File: config.mk
export PLATFORM = sky130hd
export DESIGN_NAME = jtframe_sdram_arb_flat
export DESIGN_NICKNAME = d
export VERILOG_FILES = /design/src/rtl/jtframe_sdram_arb_pkg.sv /design/src/rtl/jtframe_sdram_arb_if.sv /design/src/rtl/jtframe_rr_pick.sv /design/src/rtl/jtframe_sdram_arb.sv /design/src/flat_wrapper.sv
export SDC_FILE = /design/constraint.sdc
export NUM_CORES = 1
export LEC_CHECK = 0
export BUFFER_PORTS_ARGS = -buffer_cell sky130_fd_sc_hd__buf_2
export CELL_PAD_IN_SITES_DETAIL_PLACEMENT = 1
export CELL_PAD_IN_SITES_GLOBAL_PLACEMENT = 2
export CORE_MARGIN = 5
export CORE_UTILIZATION = 25
export CTS_BUF_LIST = sky130_fd_sc_hd__clkbuf_8
export CTS_CLUSTER_SIZE = 28
export DETAILED_ROUTE_END_ITERATION = 8
export GPL_TIMING_DRIVEN = 0
export PLACE_DENSITY = 0.77
export SYNTH_ARGS = -nofsm -noshare
export SYNTH_HDL_FRONTEND = slang
export SYNTH_SLANG_ARGS = --single-unit
File: constraint.sdc
create_clock -name clk_rom -period 3.8 [get_ports clk_rom]
set_input_delay 0.57 -clock clk_rom [delete_from_list [all_inputs] [get_ports clk_rom]]
set_output_delay 0.57 -clock clk_rom [all_outputs]
set_load 0.02 [all_outputs]
File: src/rtl/jtframe_sdram_arb_pkg.sv
// Shared types and widths for the SDRAM port arbiter.
package jtframe_sdram_arb_pkg;

  typedef enum logic [1:0] {
    IDLE = 2'd0,
    REQ  = 2'd1,
    WAIT = 2'd2,
    DONE = 2'd3
  } state_t;

  localparam int DOUTW = 32;  // controller read data width
  localparam int MASKW = 2;   // byte mask width for writes
  localparam int WDW   = 16;  // write data width

  // Round-robin successor of slot i among n slots
  function automatic int rr_next(input int i, input int n);
    return (i + 1 >= n) ? 0 : i + 1;
  endfunction

endpackage

File: src/rtl/jtframe_sdram_arb_if.sv
// Requester-side and controller-side bus of the SDRAM arbiter.
// master: the arbiter's view. slave: the environment (requesters + controller).
interface jtframe_sdram_arb_if
  import jtframe_sdram_arb_pkg::*;
#(
  parameter int SLOTS = 4,
  parameter int AW    = 22
);
  // requester side
  logic [SLOTS-1:0]       slot_req;
  logic [SLOTS*AW-1:0]    slot_addr;
  logic [SLOTS-1:0]       slot_rnw;
  logic [SLOTS*MASKW-1:0] slot_wrmask;
  logic [SLOTS*WDW-1:0]   slot_din;
  logic [SLOTS-1:0]       slot_dok;
  logic [DOUTW-1:0]       slot_dout;
  // controller side
  logic                   sdram_req;
  logic                   sdram_ack;
  logic [AW-1:0]          sdram_addr;
  logic                   sdram_rnw;
  logic [MASKW-1:0]       sdram_wrmask;
  logic [WDW-1:0]         data_write;
  logic [DOUTW-1:0]       data_read;
  logic                   data_rdy;

  modport master (
    input  slot_req, slot_addr, slot_rnw, slot_wrmask, slot_din,
    input  sdram_ack, data_read, data_rdy,
    output slot_dok, slot_dout,
    output sdram_req, sdram_addr, sdram_rnw, sdram_wrmask, data_write
  );

  modport slave (
    output slot_req, slot_addr, slot_rnw, slot_wrmask, slot_din,
    output sdram_ack, data_read, data_rdy,
    input  slot_dok, slot_dout,
    input  sdram_req, sdram_addr, sdram_rnw, sdram_wrmask, data_write
  );

endinterface

File: src/rtl/jtframe_rr_pick.sv
// Combinational round-robin picker: first requesting slot at or after ptr, wrapping.
module jtframe_rr_pick #(
  parameter int SLOTS = 4,
  parameter int IW    = $clog2(SLOTS)
)(
  input  logic [SLOTS-1:0] req,
  input  logic [IW-1:0]    ptr,
  output logic             valid,
  output logic [IW-1:0]    idx
);

  // Scan from the farthest offset down so the nearest requester is written last
  always_comb begin
    int j;
    valid = 1'b0;
    idx   = '0;
    j     = 0;
    for (int k = SLOTS - 1; k >= 0; k--) begin
      j = int'(ptr) + k;
      if (j >= SLOTS) j = j - SLOTS;
      if (req[j]) begin
        valid = 1'b1;
        idx   = IW'(j);
      end
    end
  end

endmodule

File: src/rtl/jtframe_sdram_arb.sv
// Round-robin arbiter sharing one SDRAM controller port among SLOTS requesters.
// One transaction in flight; a watchdog aborts a transaction whose data_rdy never comes.
module jtframe_sdram_arb
  import jtframe_sdram_arb_pkg::*;
#(
  parameter int SLOTS = 4,
  parameter int AW    = 22,
  parameter int TOUT  = 255
)(
  input  logic                clk_rom,
  input  logic                rst,
  input  logic                downloading,
  output logic                tout_err,
  jtframe_sdram_arb_if.master bus
);

  localparam int         IW    = $clog2(SLOTS);
  localparam logic [7:0] TOUT8 = 8'(TOUT);

  state_t        st;
  logic [IW-1:0] ptr, winner, pick_idx;
  logic          pick_vld;
  logic [7:0]    wd;

  jtframe_rr_pick #(.SLOTS(SLOTS), .IW(IW)) u_pick (
    .req   (bus.slot_req),
    .ptr   (ptr),
    .valid (pick_vld),
    .idx   (pick_idx)
  );

  // Arbitration FSM; all bus outputs are registered copies latched at grant time
  always_ff @(posedge clk_rom or posedge rst) begin
    if (rst) begin
      st               <= IDLE;
      ptr              <= '0;
      winner           <= '0;
      wd               <= '0;
      tout_err         <= 1'b0;
      bus.sdram_req    <= 1'b0;
      bus.sdram_addr   <= '0;
      bus.sdram_rnw    <= 1'b0;
      bus.sdram_wrmask <= '0;
      bus.data_write   <= '0;
      bus.slot_dok     <= '0;
      bus.slot_dout    <= '0;
    end else begin
      bus.slot_dok <= '0;
      case (st)
        IDLE: begin
          if (!downloading && pick_vld) begin
            winner           <= pick_idx;
            bus.sdram_addr   <= bus.slot_addr[int'(pick_idx)*AW +: AW];
            bus.sdram_rnw    <= bus.slot_rnw[pick_idx];
            bus.sdram_wrmask <= bus.slot_wrmask[int'(pick_idx)*MASKW +: MASKW];
            bus.data_write   <= bus.slot_din[int'(pick_idx)*WDW +: WDW];
            bus.sdram_req    <= 1'b1;
            st               <= REQ;
          end
        end
        REQ: begin
          if (bus.sdram_ack) begin
            bus.sdram_req <= 1'b0;
            wd            <= '0;
            if (bus.data_rdy) begin
              // controller finished in the same cycle it accepted
              if (bus.sdram_rnw) bus.slot_dout <= bus.data_read;
              bus.slot_dok[winner] <= 1'b1;
              st <= DONE;
            end else begin
              st <= WAIT;
            end
          end
        end
        WAIT: begin
          // data_rdy takes precedence over the watchdog expiring
          if (bus.data_rdy) begin
            if (bus.sdram_rnw) bus.slot_dout <= bus.data_read;
            bus.slot_dok[winner] <= 1'b1;
            st <= DONE;
          end else if (wd == TOUT8) begin
            tout_err <= 1'b1;
            st       <= IDLE;
          end else begin
            wd <= wd + 8'd1;
          end
        end
        DONE: begin
          // served slot drops to lowest priority
          ptr <= IW'(rr_next(int'(winner), SLOTS));
          st  <= IDLE;
        end
        default: st <= IDLE;
      endcase
    end
  end

endmodule

File: src/flat_wrapper.sv
// flat-port wrapper written by rule: the top's interface ports become plain ports
module jtframe_sdram_arb_flat import jtframe_sdram_arb_pkg::*;
#(
  parameter int SLOTS = 4,
  parameter int AW    = 22,
  parameter int TOUT  = 255
)
  (clk_rom, rst, downloading, tout_err, bus_slot_req, bus_slot_addr, bus_slot_rnw, bus_slot_wrmask, bus_slot_din, bus_sdram_ack, bus_data_read, bus_data_rdy, bus_slot_dok, bus_slot_dout, bus_sdram_req, bus_sdram_addr, bus_sdram_rnw, bus_sdram_wrmask, bus_data_write);
  jtframe_sdram_arb_if #(.SLOTS(SLOTS), .AW(AW)) bus_i ();
  input  logic clk_rom;
  input  logic rst;
  input  logic downloading;
  output logic tout_err;
  input wire logic [$bits(bus_i.slot_req)-1:0] bus_slot_req;
  input wire logic [$bits(bus_i.slot_addr)-1:0] bus_slot_addr;
  input wire logic [$bits(bus_i.slot_rnw)-1:0] bus_slot_rnw;
  input wire logic [$bits(bus_i.slot_wrmask)-1:0] bus_slot_wrmask;
  input wire logic [$bits(bus_i.slot_din)-1:0] bus_slot_din;
  input wire logic [$bits(bus_i.sdram_ack)-1:0] bus_sdram_ack;
  input wire logic [$bits(bus_i.data_read)-1:0] bus_data_read;
  input wire logic [$bits(bus_i.data_rdy)-1:0] bus_data_rdy;
  output wire logic [$bits(bus_i.slot_dok)-1:0] bus_slot_dok;
  output wire logic [$bits(bus_i.slot_dout)-1:0] bus_slot_dout;
  output wire logic [$bits(bus_i.sdram_req)-1:0] bus_sdram_req;
  output wire logic [$bits(bus_i.sdram_addr)-1:0] bus_sdram_addr;
  output wire logic [$bits(bus_i.sdram_rnw)-1:0] bus_sdram_rnw;
  output wire logic [$bits(bus_i.sdram_wrmask)-1:0] bus_sdram_wrmask;
  output wire logic [$bits(bus_i.data_write)-1:0] bus_data_write;
  assign bus_i.slot_req = bus_slot_req;
  assign bus_i.slot_addr = bus_slot_addr;
  assign bus_i.slot_rnw = bus_slot_rnw;
  assign bus_i.slot_wrmask = bus_slot_wrmask;
  assign bus_i.slot_din = bus_slot_din;
  assign bus_i.sdram_ack = bus_sdram_ack;
  assign bus_i.data_read = bus_data_read;
  assign bus_i.data_rdy = bus_data_rdy;
  assign bus_slot_dok = bus_i.slot_dok;
  assign bus_slot_dout = bus_i.slot_dout;
  assign bus_sdram_req = bus_i.sdram_req;
  assign bus_sdram_addr = bus_i.sdram_addr;
  assign bus_sdram_rnw = bus_i.sdram_rnw;
  assign bus_sdram_wrmask = bus_i.sdram_wrmask;
  assign bus_data_write = bus_i.data_write;
  jtframe_sdram_arb #(.SLOTS(SLOTS), .AW(AW), .TOUT(TOUT)) u_core (.clk_rom(clk_rom), .rst(rst), .downloading(downloading), .tout_err(tout_err), .bus(bus_i));
endmodule
### Word level (Yosys, flattened, before mapping)

Cells that the tools add are included.

* $add $sub $neg: 9
* multiplexer cells: 49
* multiply operators: 1
* eq/ne operators: 9
* bitwise logic cells: 1
* reduce and logical (&&, ||, !) cells: 12
* $lt $le $gt $ge: 12
* shift-type cells: 3

Operators by type and width (count)
* 2-to-1 mux 32 bit: 7
* less-than comparator 32 x 4 -> 1 bit (second input constant): 4
* indexed part select 88 x 32 -> 22 bit: 1
* case mux 32 bit (2 select lines): 1
* indexed part select 64 x 7 -> 16 bit: 1
* greater-or-equal comparator 32 x 4 -> 1 bit (second input constant): 1
* subtractor 32 x 4 -> 32 bit (second input constant): 1
* 2-to-1 mux 8 bit: 3
* 2-to-1 mux 2 bit: 9
* 2-to-1 mux 1 bit: 17
* case mux 8 bit (2 select lines): 1
* binary-select mux 1 bit (select 2 bit): 5
* greater-or-equal comparator 3 bit (second input constant): 3
* AND reduction 3 bit: 3
* adder 8 x 1 -> 8 bit (second input constant): 1
* == test 8 bit (second input constant): 1
* 2-to-1 mux 4 bit: 2
* case mux 2 bit (4 select lines): 1
* case mux 4 bit (2 select lines): 1
* indexed part select 8 x 4 -> 2 bit: 1
* subtractor 3 x 3 -> 4 bit (second input constant): 2
* adder 2 x 1 -> 3 bit (second input constant): 2
* adder 2 x 2 -> 3 bit (second input constant): 2
* less-than comparator 2 x 3 -> 1 bit (second input constant): 2
* 18 further kinds: 24

* output and inout port bits: 79
* logic and storage cells: 108
* bits of input ports: 205
* register bits after elaboration: 93

### Logic depth before layout (Yosys ltp)

Gate-level depths: netlist of the first run.

* depth in word-level cells: 13
* mapped depth: 8
* gate-level depth less buffers: 7

### Cells and area by module

From an unflattened synthesis of the first run, not the netlist that was laid out.

* cell total of the unflattened synthesis: 325
* area total of the unflattened synthesis: 4813.4 um^2

Modules (own cells, without submodules)
* jtframe_sdram_arb: cells each 312, instances 1, area an instance 4735.8 um^2, sequential area each 2327.2 um^2
* jtframe_rr_pick: cells each 13, instances 1, area an instance 77.6 um^2, sequential area each 0.0 um^2

### Worst setup path after synthesis of the first run

Ideal clock, no wire load.

* path type: register to register
* start point: reg u_core.st[0]
* end point: reg u_core.bus.slot_dout[1]
* stages on the path, launching flop included: 9
* slack: 1806 ps
* buffers on the path: 3
* required time: 3672 ps
* data arrival time: 1867 ps
* clock period less this slack: 1994 ps
* setup time: 128 ps
* cells stage by stage: dfrtp_1 -> inv_1 -> ha_1 -> clkbuf_1 -> mux2_2 -> and3_1 -> buf_2 -> buf_2 -> mux2_1

* longest elaborated chain between the ends: 3
* elaborated cells between the ends (all ways): 6
* classes of those cells: 3 x eq/ne; 1 x mux; 2 x reduce/logical

Ends and longest elaborated chain
* start: declaration: RTL line jtframe_sdram_arb.sv:20 `state_t st;`
* start signal: assignment: RTL line jtframe_sdram_arb.sv:35 `st <= IDLE;`
* start signal: assignment: RTL line jtframe_sdram_arb.sv:58 `st <= REQ;`
* start signal: assignment: RTL line jtframe_sdram_arb.sv:69 `st <= DONE;`
* == test 2 x 1 -> 1 bit or == test 2 bit (tied branches): RTL line jtframe_sdram_arb.sv:49 `case (st)`
* != test 2 bit (no source line) or nonzero test 2 bit (tied branches)
* AND reduction 2 bit (no source line)
* end signal: assignment: RTL line jtframe_sdram_arb.sv:67 `if (bus.sdram_rnw) bus.slot_dout <= bus.data_read;`
* end signal: assignment: RTL line jtframe_sdram_arb.sv:78 `if (bus.sdram_rnw) bus.slot_dout <= bus.data_read;`
* end: declaration: RTL line jtframe_sdram_arb_if.sv:30 `output slot_dok, slot_dout,`

Several ways; a longest one is shown, not always the timed one.
A chain may end at the register's enable or synchronous reset.

### Final worst setup path of the first run

* start point: reg u_core.ptr[1]
* end point: reg u_core.bus.data_write[8]

* longest elaborated chain between the ends: 12
* elaborated cells between the ends (all ways): 38
* classes of those cells: 7 x add/sub; 4 x order compare; 1 x shift; 24 x mux; 2 x reduce/logical

Ends and longest elaborated chain
* start: declaration: RTL line jtframe_sdram_arb.sv:21 `logic [IW-1:0] ptr, winner, pick_idx;`
* start signal: assignment: RTL line jtframe_sdram_arb.sv:90 `ptr <= IW'(rr_next(int'(winner), SLOTS));`
* branches (longest 12 deep; another with subtractor 32 x 4 -> 32 bit)
* end signal: assignment: RTL line jtframe_sdram_arb.sv:56 `bus.data_write <= bus.slot_din[int'(pick_idx)*WDW +: WDW];`
* end: declaration: RTL line jtframe_sdram_arb_if.sv:31 `output sdram_req, sdram_addr, sdram_rnw, sdram_wrmask, data_write`

Several ways; the timed one is not identified. The select of a mux whose other input is x is not followed.

==> impl_results.md, run 1 <==
* Reg2Reg Depth at 6
* Critical path class: flip-flop to flip-flop
* GPL Wtd Cong at 0.751
* WP data required at 4.01 ns
* Post-CTS sizing at 0
* Setup Buffers After CTS at 0
* Worst ir drop on vdd at 0.160 mV
* Pin count of the biggest net entering global routing at 64
* Depth of the CTS H-tree at 3
* Num ports at 284
* Die H at 156 microns
* Final nets at 983
* Fill cells at 2503
* DIE WIDTH at 156 microns
* Syn Inst Count at 475
* YS warnings at 0
* Wirelength per Cell at 18.3 microns
* CTS Buf Count at 9
* Mean Syn Cell Area at 11.2 sq um
* RSZ-0062 raised after global routing: no
* Commonest non-fill, non-tap cell in the layout: buf_2
* DIE AREA at 24200 sq um
* Later-pin clock latency in the skew report at 0.37 ns
* Power Density at 725 nW/um^2
* Pre-CTS setup slack at 1.27 ns
* Setup Viol. Count Final at 0
* CTS tree: yes
* Setup ws final at 1.44 ns
* Crit path max fanout at 10
* Post-synthesis register bit count at 93
* Area grow syn2layout at 38.1%
* First-pass GRT wire length at 30100 microns
* Clock Skews at 0.0165 ns
* Vias in the first global route at 5429
* Hold slack at 0.196 ns
* GRT Util Overall at 0.156
* Crit path capture type: flip-flop
* Crit path DAT at 2.57 ns
* GRT overflow at 0
* Seq/Total Area, Yosys at 0.439
* First-pass iteration count of the detailed router at 4
* Syn nets at 689
* Max transition margin at 0.356
* Drt via density at 4.63
* Synth async-reset ratio at 1.00
* IO buf count at 282
* Iter 0 DRT Violations at 85
* Clock transition at path regs at 0.10 ns
* Minimum clock period at 2.36 ns
* Leak Pwr at 3.53 nW
* Worst min-delay path category: input pin to asynchronous set/reset pin
* Layout cells sized above 1 at 0.499
* Final hold violation count at 0
* CTS Sinks at 93
* Crit start category: flip-flop
* Vias after detailed routing at 4868
* Count of final max-slew check failures at 0
* DRC Markers at 0
* Clk root buf: clkbuf_8
* ANT nets after route at 0
* Period utilization at 0.620
* Top FF cell, synth: dfrtp_1
* Initial antenna violation count at 2
* Most frequent cells in the layout: buf_2 (290), dfrtp_1 (93), nor2_1 (53)
* DPL Wire Length at 15200 microns
* Synthesized area at 5310 sq um
* Clock tree buffer depth at 2
* Fmax at 0.424 GHz
* Starting Density at 0.253
* Drt total wl at 19300 microns
* Worst Tran Pin Value at 0.941 ns
* Status: complete, no violations
* Yosys cell types at 45
* Setup TNS at 0 ns
* Core area at 21000 sq um
* Hold buffers post-CTS at 0
* CP startpoint: u_core.ptr[1]
* Site Rows at 53
* Max Cap Viol at 0
* Post-synth EDFFs at 0
* R2R Path Start: u_core.ptr[1]
==> power breakdown <==
part / total [mW] / switching (mW) / leakage [nW] / internal, mW
sequential: 1.67 / 0.240 / 1.09 / 1.43
clock: 0.797 / 0.403 / 0.117 / 0.394
combinational: 2.84 / 1.73 / 2.32 / 1.11
total: 5.31 / 2.37 / 3.53 / 2.94
==> layout make-up <==
class                           count  area [sq um]  area share
Buffer                             41           254      0.0347
Timing Repair Buffer              283          1440       0.196
Tap cell                          275           344      0.0470
Clock buffer                       10           138      0.0188
Sequential cell                    93          2330       0.318
Clock inverter                      6          91.3      0.0125
Inverter                           12          47.5     0.00649
Multi-Input combinational cell    329          2680       0.366
Antenna cell                        2          5.00    0.000683
==> synth_stat cells, types with 2 or more instances <==
cell type,count,area (sq um)
buf_6,10,113
inv_1,12,45.0
buf_4,3,22.5
clkbuf_1,16,60.1
dfrtp_1,93,2330
xnor2_1,5,43.8
nand3_1,3,15.0
ha_1,9,113
nand2_1,15,56.3
a2111oi_1,5,50.1
nor3_1,6,30.0
clkbuf_2,3,15.0
a211oi_1,20,150
and3_1,42,263
buf_2,8,40.0
nand2_2,2,12.5
a211oi_2,21,263
a2111oi_0,21,184
and2_1,6,37.5
mux2_1,15,169
nand4_1,3,18.8
mux2_2,19,214
mux2i_1,42,420
a21oi_1,4,20.0
o21ai_0,6,30.0
nor2_1,53,199
a2111oi_2,15,225
==> cells by family (layout without fill, tap and decap cells) <==
group           Yosys count  count (layout)  share of synthesized area
buf+inv                  53             352                     0.0564
other cells               0               2                          0
mux                      77              77                      0.154
fa+ha+maj                 9               9                     0.0212
compound gates          104             104                      0.196
flops                    93              93                      0.439
simple gates            134             134                      0.125
xor+xnor                  5               5                    0.00825
==> critical path: stages, from the launching register on <==
cell and delay (ns):
dfrtp_1 0.50, mux2_4 0.33, nand2_2 0.19, nand2_2 0.08, buf_6 0.16, a2111oi_0 0.85, a211oi_2 0.08
==> worst paths after layout <==
path / endpoint / slack, ns
setup reg to reg: u_core.bus.data_write[8] / 1.44
setup / recovery: u_core.bus.data_write[8] / 1.44
min in group clk_rom: u_core.bus.slot_dout[26] / 0.42
hold reg to reg: u_core.tout_err / 0.48
hold / removal: u_core.bus.slot_dout[20] / 0.20
max in group asynchronous: u_core.bus.data_write[13] / 2.92
==> sequential cells by signal, summed over array words and instances, names as in the netlist <==
| register | count |
|---|---|
| u_core.st | 2 |
| u_core.winner | 2 |
| u_core.ptr | 2 |
| u_core.bus.sdram_rnw | 1 |
| u_core.bus.sdram_addr | 22 |
| u_core.bus.sdram_wrmask | 2 |
| u_core.bus.slot_dout | 32 |
| u_core.bus.data_write | 16 |
| u_core.wd | 8 |
| u_core.tout_err | 1 |
| u_core.bus.slot_dok | 4 |
| u_core.bus.sdram_req | 1 |
==> per-layer routing <==
layer	vias up	global-route usage	part of all wire
li1	2364	-	-
met1	2306	0.190	0.41
met2	180	0.269	0.50
met3	18	0.0469	0.076
met4	0	0.0459	0.014
met5	-	0	0
==> metrics by stage <==
stage / util / instance area, sq um / power (mW) / std cells
2_1_floorplan: - / 5310 / 3.58 / 475
3_3_place_gp: 0.337 / 7060 / 4.55 / 1032
3_5_place_dp: 0.338 / 7090 / 4.60 / 1033
4_1_cts: 0.349 / 7320 / 5.42 / 1049
5_1_grt: 0.350 / 7320 / 5.74 / 1051
6_report: 0.350 / 7320 / 5.31 / 1051
Power figures use the tool's default switching activity.
==> inputs of run 2 (changes only) <==
==> constraint.sdc (replaced) <==
create_clock -name clk_rom -period 2.4 [get_ports clk_rom]
set_input_delay 0.36 -clock clk_rom [delete_from_list [all_inputs] [get_ports clk_rom]]
set_output_delay 0.36 -clock clk_rom [all_outputs]
set_load 0.02 [all_outputs]
==> run 2 against run 1 <==
Combinational power rose by 58%. Global-route usage barely moved. Hold slack got worse by 0.13 ns. Routed wire length fell by 0.68%. Largest cell class unchanged. Setup slack got worse by 1.3 ns. Sequential power rose by 59%. Highest routed layer is now met5. Core utilization rose by 0.066 points. Final cell count barely moved. Maximum frequency rose by 5.5%. First-iteration DRC count rose by 45%. Sequential share of layout area fell by 0.060 points. Cell area rose by 0.19%.
==> impl_results.md, run 2 (synthesis results as in run 1) <==
* GRT overflow at 0 (unchanged)
* Setup Viol. Count Final at 0 (unchanged)
* First-pass GRT wire length at 30100 microns (-0.23%)
* IO buf count at 282 (unchanged)
* NetSw at 3.73 mW (+57%)
* Wirelength per Cell at 18.2 microns (-0.77%)
* DRC Markers at 0 (unchanged)
* DPL Wire Length at 15500 microns (+2.1%)
* Worst min-delay path category: input pin to asynchronous set/reset pin
* Commonest non-fill, non-tap cell in the layout: buf_2
* Switching Share at 0.450 (+0.00352)
* RSZ-0062 raised after global routing: no
* Vias in the first global route at 5500 (+1.3%)
* Met3 usage at 0.0413 (-0.00555)
* Setup Buffers After CTS at 0 (unchanged)
* Minimum clock period at 2.24 ns (-0.122 ns)
* Worst ir drop on vdd at 0.359 mV (+120%)
* Met1 Usage GRT at 0.194 (+0.00427)
* Max transition margin at 0.579 (+0.223)
* Int Power at 4.55 mW (+55%)
* Fin util at 0.350 (+0.000657)
* Combinational fraction of design power at 0.542 (+0.007)
* R2R Path Start: u_core.st[1]
* Biggest register: u_core.bus.slot_dout
* Iter 0 DRT Violations at 123 (+45%)
* Worst Tran Pin Value at 0.630 ns (-0.311 ns)
* Status: complete, no violations
* GPL Wtd Cong at 0.755 (+0.49%)
* Die H at 156 microns (unchanged)
* Clock transition at path regs at 0.10 ns (about the same)
* DIE AREA at 24200 sq um (unchanged)
* ANT nets after route at 0 (unchanged)
* Final nets at 984 (+0.10%)
* Crit start category: flip-flop
* Period utilization at 0.931 (+0.311)
* Core area at 21000 sq um (unchanged)
* Power Density at 1130 nW/um^2 (+56%)
* Later-pin clock latency in the skew report at 0.37 ns (about the same)
* Final hold violation count at 0 (unchanged)
* Drt via density at 4.65 (+0.42%)
* Setup slack, reg-to-reg at 0.16 ns (-1.28 ns)
* CTS tree: yes
* Largest registers: u_core.bus.slot_dout: 32 flops, u_core.bus.sdram_addr: 22 flops, u_core.bus.data_write: 16 flops
* Vias after detailed routing at 4893 (+0.51%)
* Most frequent cells in the layout: buf_2 (290), dfrtp_1 (93), nor2_1 (53)
* Crit path capture type: flip-flop
* DIE WIDTH at 156 microns (unchanged)
* Met2 Use GR at 0.268 (-0.00144)
* Clock Skews at 0.0113 ns (-0.00519 ns)
* Reg2Reg Depth at 7 (+1)
* Site Rows at 53 (unchanged)
* Clk pwr share at 0.138 (-0.012)
* Reg power frac at 0.320 (+0.006)
* Leak Pwr at 3.53 nW (-0.13%)
* Drt total wl at 19100 microns (-0.68%)
* First-pass iteration count of the detailed router at 4 (unchanged)
* Crit path DAT at 2.48 ns (-0.09 ns)
* Critical path class: flip-flop to flip-flop
* Largest register FFs at 32 (unchanged)
* Fmax at 0.447 GHz (+5.5%)
* Clock tree buffer depth at 2 (unchanged)
* Layout cells sized above 1 at 0.501 (+0.00194)
* Clk root buf: clkbuf_8
* Num ports at 284 (unchanged)
* Fill cells at 2477 (-1.0%)
* CTS Buf Count at 9 (unchanged)
* Count of final max-slew check failures at 0 (unchanged)
* GRT Util Overall at 0.156 (about the same)
* Reg-to-Reg End: u_core.bus.slot_dout[12]
* Pin count of the biggest net entering global routing at 27 (-58%)
* WP data required at 2.65 ns (-1.36 ns)
* Setup TNS at 0 ns (unchanged)
* Starting Density at 0.253 (unchanged)
* Initial antenna violation count at 2 (unchanged)
* Area grow syn2layout at 38.3%
* CTS Sinks at 93 (unchanged)
* Max Cap Viol at 0 (unchanged)
* Most Used Layer, Global Route: met2
* Crit path max fanout at 10 (unchanged)
* Depth of the CTS H-tree at 3 (unchanged)
## run 2: through the flow
step	setup slack, ns	total power [mW]	hold WS [ns]	instances	area (sq um)
after CTS	0.0230	8.51	0.0513	1051	7340
after global routing	0.0181	8.98	0.0837	1051	7340
final	0.165	8.29	0.0652	1052	7340
after floorplan	0.406	5.68	0.466	475	5310
after detailed placement	0.0137	7.31	0.453	1035	7130
after global placement	0.0438	7.20	0.442	1032	7060
## run 2: how the worst max path moves through the flow
stage / depth (start not counted) / from / slack [ns] / to
global route: 7 / u_core.st[0] / 0.02 / u_core.bus.slot_dout[13]
floorplan: 8 / u_core.st[0] / 0.41 / u_core.bus.slot_dout[1]
CTS: 8 / u_core.st[0] / 0.02 / u_core.bus.slot_dout[12]
detailed placement: 7 / bus_slot_req[2] / 0.01 / u_core.bus.data_write[15]
global placement: 8 / u_core.st[0] / 0.04 / u_core.bus.slot_dout[29]
finish: 7 / u_core.st[1] / 0.16 / u_core.bus.slot_dout[12]
## run 2: cell type report
cell class	count	area, sq um	share of cell area
clock inverter	6	67.6	0.00921
buffer	40	250	0.0341
inverter	12	48.8	0.00665
timing repair buffer	285	1480	0.202
sequential	93	2330	0.317
tap	275	344	0.0469
antenna	2	5.00	0.000682
clock buffer	10	138	0.0188
multi-input combinational	329	2680	0.365
## run 2: worst max-delay path, stage by stage, from the launching register on
cell and delay [ns]:
dfrtp_1 0.46, inv_1 0.11, ha_1 0.25, mux2_2 0.40, and3_1 0.19, buf_2 0.16, buf_2 0.21, mux2_1 0.34
## run 2: layer usage
metal | up-vias | share of wire
met3 | 22 | 0.070
met5 | - | 0.00068
met4 | 2 | 0.017
met2 | 179 | 0.49
li1 | 2382 | -
met1 | 2308 | 0.42
## run 2: repair_timing
item                                    4_1_cts  5_1_grt
hold buffers                                  0        0
endpoints found under the hold margin         0        0
resized for setup                             0        0
endpoints found under the setup margin        0       30
## run 2: power by group through the flow
stage	registers, mW	logic (mW)	clock network, mW
global placement	2.66	4.54	0
global route	2.76	4.94	1.29
detailed placement	2.70	4.61	0
floorplan	3.44	2.24	0
finish	2.65	4.49	1.14
CTS	2.67	4.61	1.22
==> inputs of run 3 (changes only) <==
--- a/config.mk
+++ b/config.mk
@@ -5,9 +5,10 @@
 export SDC_FILE = /design/constraint.sdc
 export NUM_CORES = 1
 export LEC_CHECK = 0
-export BUFFER_PORTS_ARGS = -buffer_cell sky130_fd_sc_hd__buf_2
+export BUFFER_PORTS_ARGS = -buffer_cell sky130_fd_sc_hd__clkbuf_2
 export CELL_PAD_IN_SITES_DETAIL_PLACEMENT = 1
 export CELL_PAD_IN_SITES_GLOBAL_PLACEMENT = 2
+export CORE_ASPECT_RATIO = 1.75
 export CORE_MARGIN = 5
 export CORE_UTILIZATION = 25
 export CTS_BUF_LIST = sky130_fd_sc_hd__clkbuf_8
==> constraint.sdc (replaced) <==
create_clock -name clk_rom -period 2.4 [get_ports clk_rom]
set_input_delay 0.24 -clock clk_rom [delete_from_list [all_inputs] [get_ports clk_rom]]
set_output_delay 0.24 -clock clk_rom [all_outputs]
set_load 0.02 [all_outputs]
==> run 3 against run 2 <==
Sequential power hardly changed. Cell area is 0.99% lower. Via count is 0.98% higher. Routed wire length is 2.2% higher. Largest cell class unchanged. Critical path depth stayed put. First-iteration DRC count is 42% higher.
==> impl_results.md, run 3 (synthesis results as in run 1) <==
* Status: complete, no violations
* Area grow syn2layout at 37.0%
* DRC Markers at 0 (unchanged)
* Die H at 203 microns (+30%)
* CTS tree: yes
* Most Used Layer, Global Route: met2
* CTS Buf Count at 9 (unchanged)
* CTS Sinks at 93 (unchanged)
* Vias in the first global route at 5561 (+1.1%)
* Crit start category: flip-flop
* Reg-to-Reg End: u_core.bus.slot_dout[4]
* Vias after detailed routing at 4941 (+0.98%)
* Critical Path Sink: u_core.bus.slot_dout[4]
* Initial antenna violation count at 1 (-1)
* Final hold violation count at 0 (unchanged)
* WP data required at 2.66 ns (about the same)
* Reg2Reg Depth at 7 (unchanged)
* First-pass GRT wire length at 30600 microns (+1.9%)
* Switching Share at 0.458 (+0.00758)
* Hold slack at 0.0741 ns (+0.00899 ns)
* Clock tree buffer depth at 2 (unchanged)
* Int Power at 4.45 mW (-2.3%)
* Crit path max fanout at 10 (unchanged)
* Worst min-delay path category: input pin to flip-flop
* Met3 usage at 0.0426 (+0.00131)
* Count of final max-slew check failures at 0 (unchanged)
* Later-pin clock latency in the skew report at 0.38 ns (about the same)
* Combinational fraction of design power at 0.551 (+0.009)
* Core area at 20900 sq um (-0.11%)
* GRT overflow at 0 (unchanged)
* Worst Tran Pin Value at 0.762 ns (+0.132 ns)
* Reg power frac at 0.325 (+0.005)
* Leak Pwr at 3.58 nW (+1.4%)
* Site Rows at 70 (+32%)
* GPL Wtd Cong at 0.750 (-0.65%)
* Worst ir drop on vdd at 0.371 mV (+3.2%)
* NetSw at 3.76 mW (+0.71%)
* CP startpoint: u_core.st[1]
* Setup Viol. Count Final at 0 (unchanged)
* Critical path class: flip-flop to flip-flop
* Clock transition at path regs at 0.09 ns (about the same)
* Starting Density at 0.253 (+0.000272)
* Pin count of the biggest net entering global routing at 36 (+33%)
* Power Density at 1130 nW/um^2 (about the same)
* Clock Skews at 0.00766 ns (-0.00363 ns)
* Drt via density at 4.82 (+3.5%)
* Iter 0 DRT Violations at 175 (+42%)
* Met1 Usage GRT at 0.175 (-0.0187)
* Wirelength per Cell at 19.1 microns (+4.8%)
* Layout cells sized above 1 at 0.499 (-0.00129)
* DIE WIDTH at 120 microns (-23%)
* Largest register FFs at 32 (unchanged)
* Minimum clock period at 2.23 ns (-0.00300 ns)
* Crit path capture type: flip-flop
* Largest registers: u_core.bus.slot_dout: 32 flops, u_core.bus.sdram_addr: 22 flops, u_core.bus.data_write: 16 flops
* Pre-CTS setup slack at 0.0563 ns (+0.0427 ns)
* Num ports at 284 (unchanged)
* Drt total wl at 19600 microns (+2.2%)
* RSZ-0062 raised after global routing: yes
* Biggest register: u_core.bus.slot_dout
* R2R Path Start: u_core.st[1]
* Commonest non-fill, non-tap cell in the layout: clkbuf_2
* DPL Wire Length at 16100 microns (+3.9%)
* Depth of the CTS H-tree at 3 (unchanged)
* ANT nets after route at 0 (unchanged)
* Max Cap Viol at 0 (unchanged)
* Clk pwr share at 0.124 (-0.014)
* Met2 Use GR at 0.302 (+0.0345)
* Fmax at 0.448 GHz (+0.13%)
* Setup slack, reg-to-reg at 0.17 ns (about the same)
* Most frequent cells in the layout: clkbuf_2 (285), dfrtp_1 (93), nor2_1 (53)
* Setup ws final at 0.168 ns (+0.00301 ns)
* Crit path DAT at 2.49 ns (about the same)
* Final nets at 984 (unchanged)
* Max transition margin at 0.491 (-0.0880)
* Period utilization at 0.930 (-0.00125)
* IO buf count at 282 (unchanged)
* First-pass iteration count of the detailed router at 4 (unchanged)
* DIE AREA at 24300 sq um (+0.47%)
* Clk root buf: clkbuf_8
* GRT Util Overall at 0.162 (+0.00585)
## run 3: what timing repair did
action | 4_1_cts | 5_1_grt
setup buffers | 0 | 0
gates resized for setup | 0 | 3
hold buffers | 1 | 0
endpoints found under the setup margin | 0 | 32
hold endpoints to repair | 30 | 0
## run 3: power groups by stage
stage	clock, mW	combinational [mW]	sequential (mW)
floorplan	0	2.24	3.44
CTS	1.07	4.63	2.67
global placement	0	4.55	2.67
finish	1.02	4.52	2.67
global route	1.14	4.95	2.77
detailed placement	0	4.62	2.71
## run 3: critical path, cell delays in order, from the launching register on
cell	delay, ns
dfrtp_1	0.46
inv_1	0.11
ha_1	0.24
mux2_2	0.41
and3_1	0.19
buf_2	0.15
buf_2	0.21
mux2_1	0.33
## run 3: worst min path at each step
stage,from,end,slack [ns],cells past startpoint
detailed placement,rst,u_core.bus.slot_dout[10],0.41,2
global route,bus_data_read[10],u_core.bus.slot_dout[10],0.04,2
CTS,bus_data_read[1],u_core.bus.slot_dout[1],0.04,2
floorplan,bus_data_read[10],u_core.bus.slot_dout[10],0.37,1
global placement,u_core.tout_err,u_core.tout_err,0.45,2
finish,bus_data_read[1],u_core.bus.slot_dout[1],0.07,2
## run 3: through the flow
step,power [mW],setup TNS (ns),util,area (sq um),std cells
after detailed placement,7.33,0,0.338,7080,1011
after CTS,8.38,0,0.347,7260,1026
after global routing,8.86,-0.00382,0.347,7270,1026
after global placement,7.22,0,0.336,7040,1009
after floorplan,5.68,0,-,5310,475
final,8.21,0,0.347,7270,1026
## run 3: metal layers
metal | part of all wire | up-vias
met5 | 0 | -
met4 | 0.022 | 0
met3 | 0.068 | 27
met2 | 0.54 | 191
met1 | 0.37 | 2363
li1 | - | 2360
## run 3: cell type report
cell class	count	area [sq um]
Fill cell	2468	13700
Multi-Input combinational cell	329	2690
Clock inverter	3	22.5
Timing Repair Buffer	285	1460
Inverter	12	48.8
Antenna cell	1	2.50
Sequential cell	93	2330
Buffer	40	250
Tap cell	252	315
Clock buffer	11	151
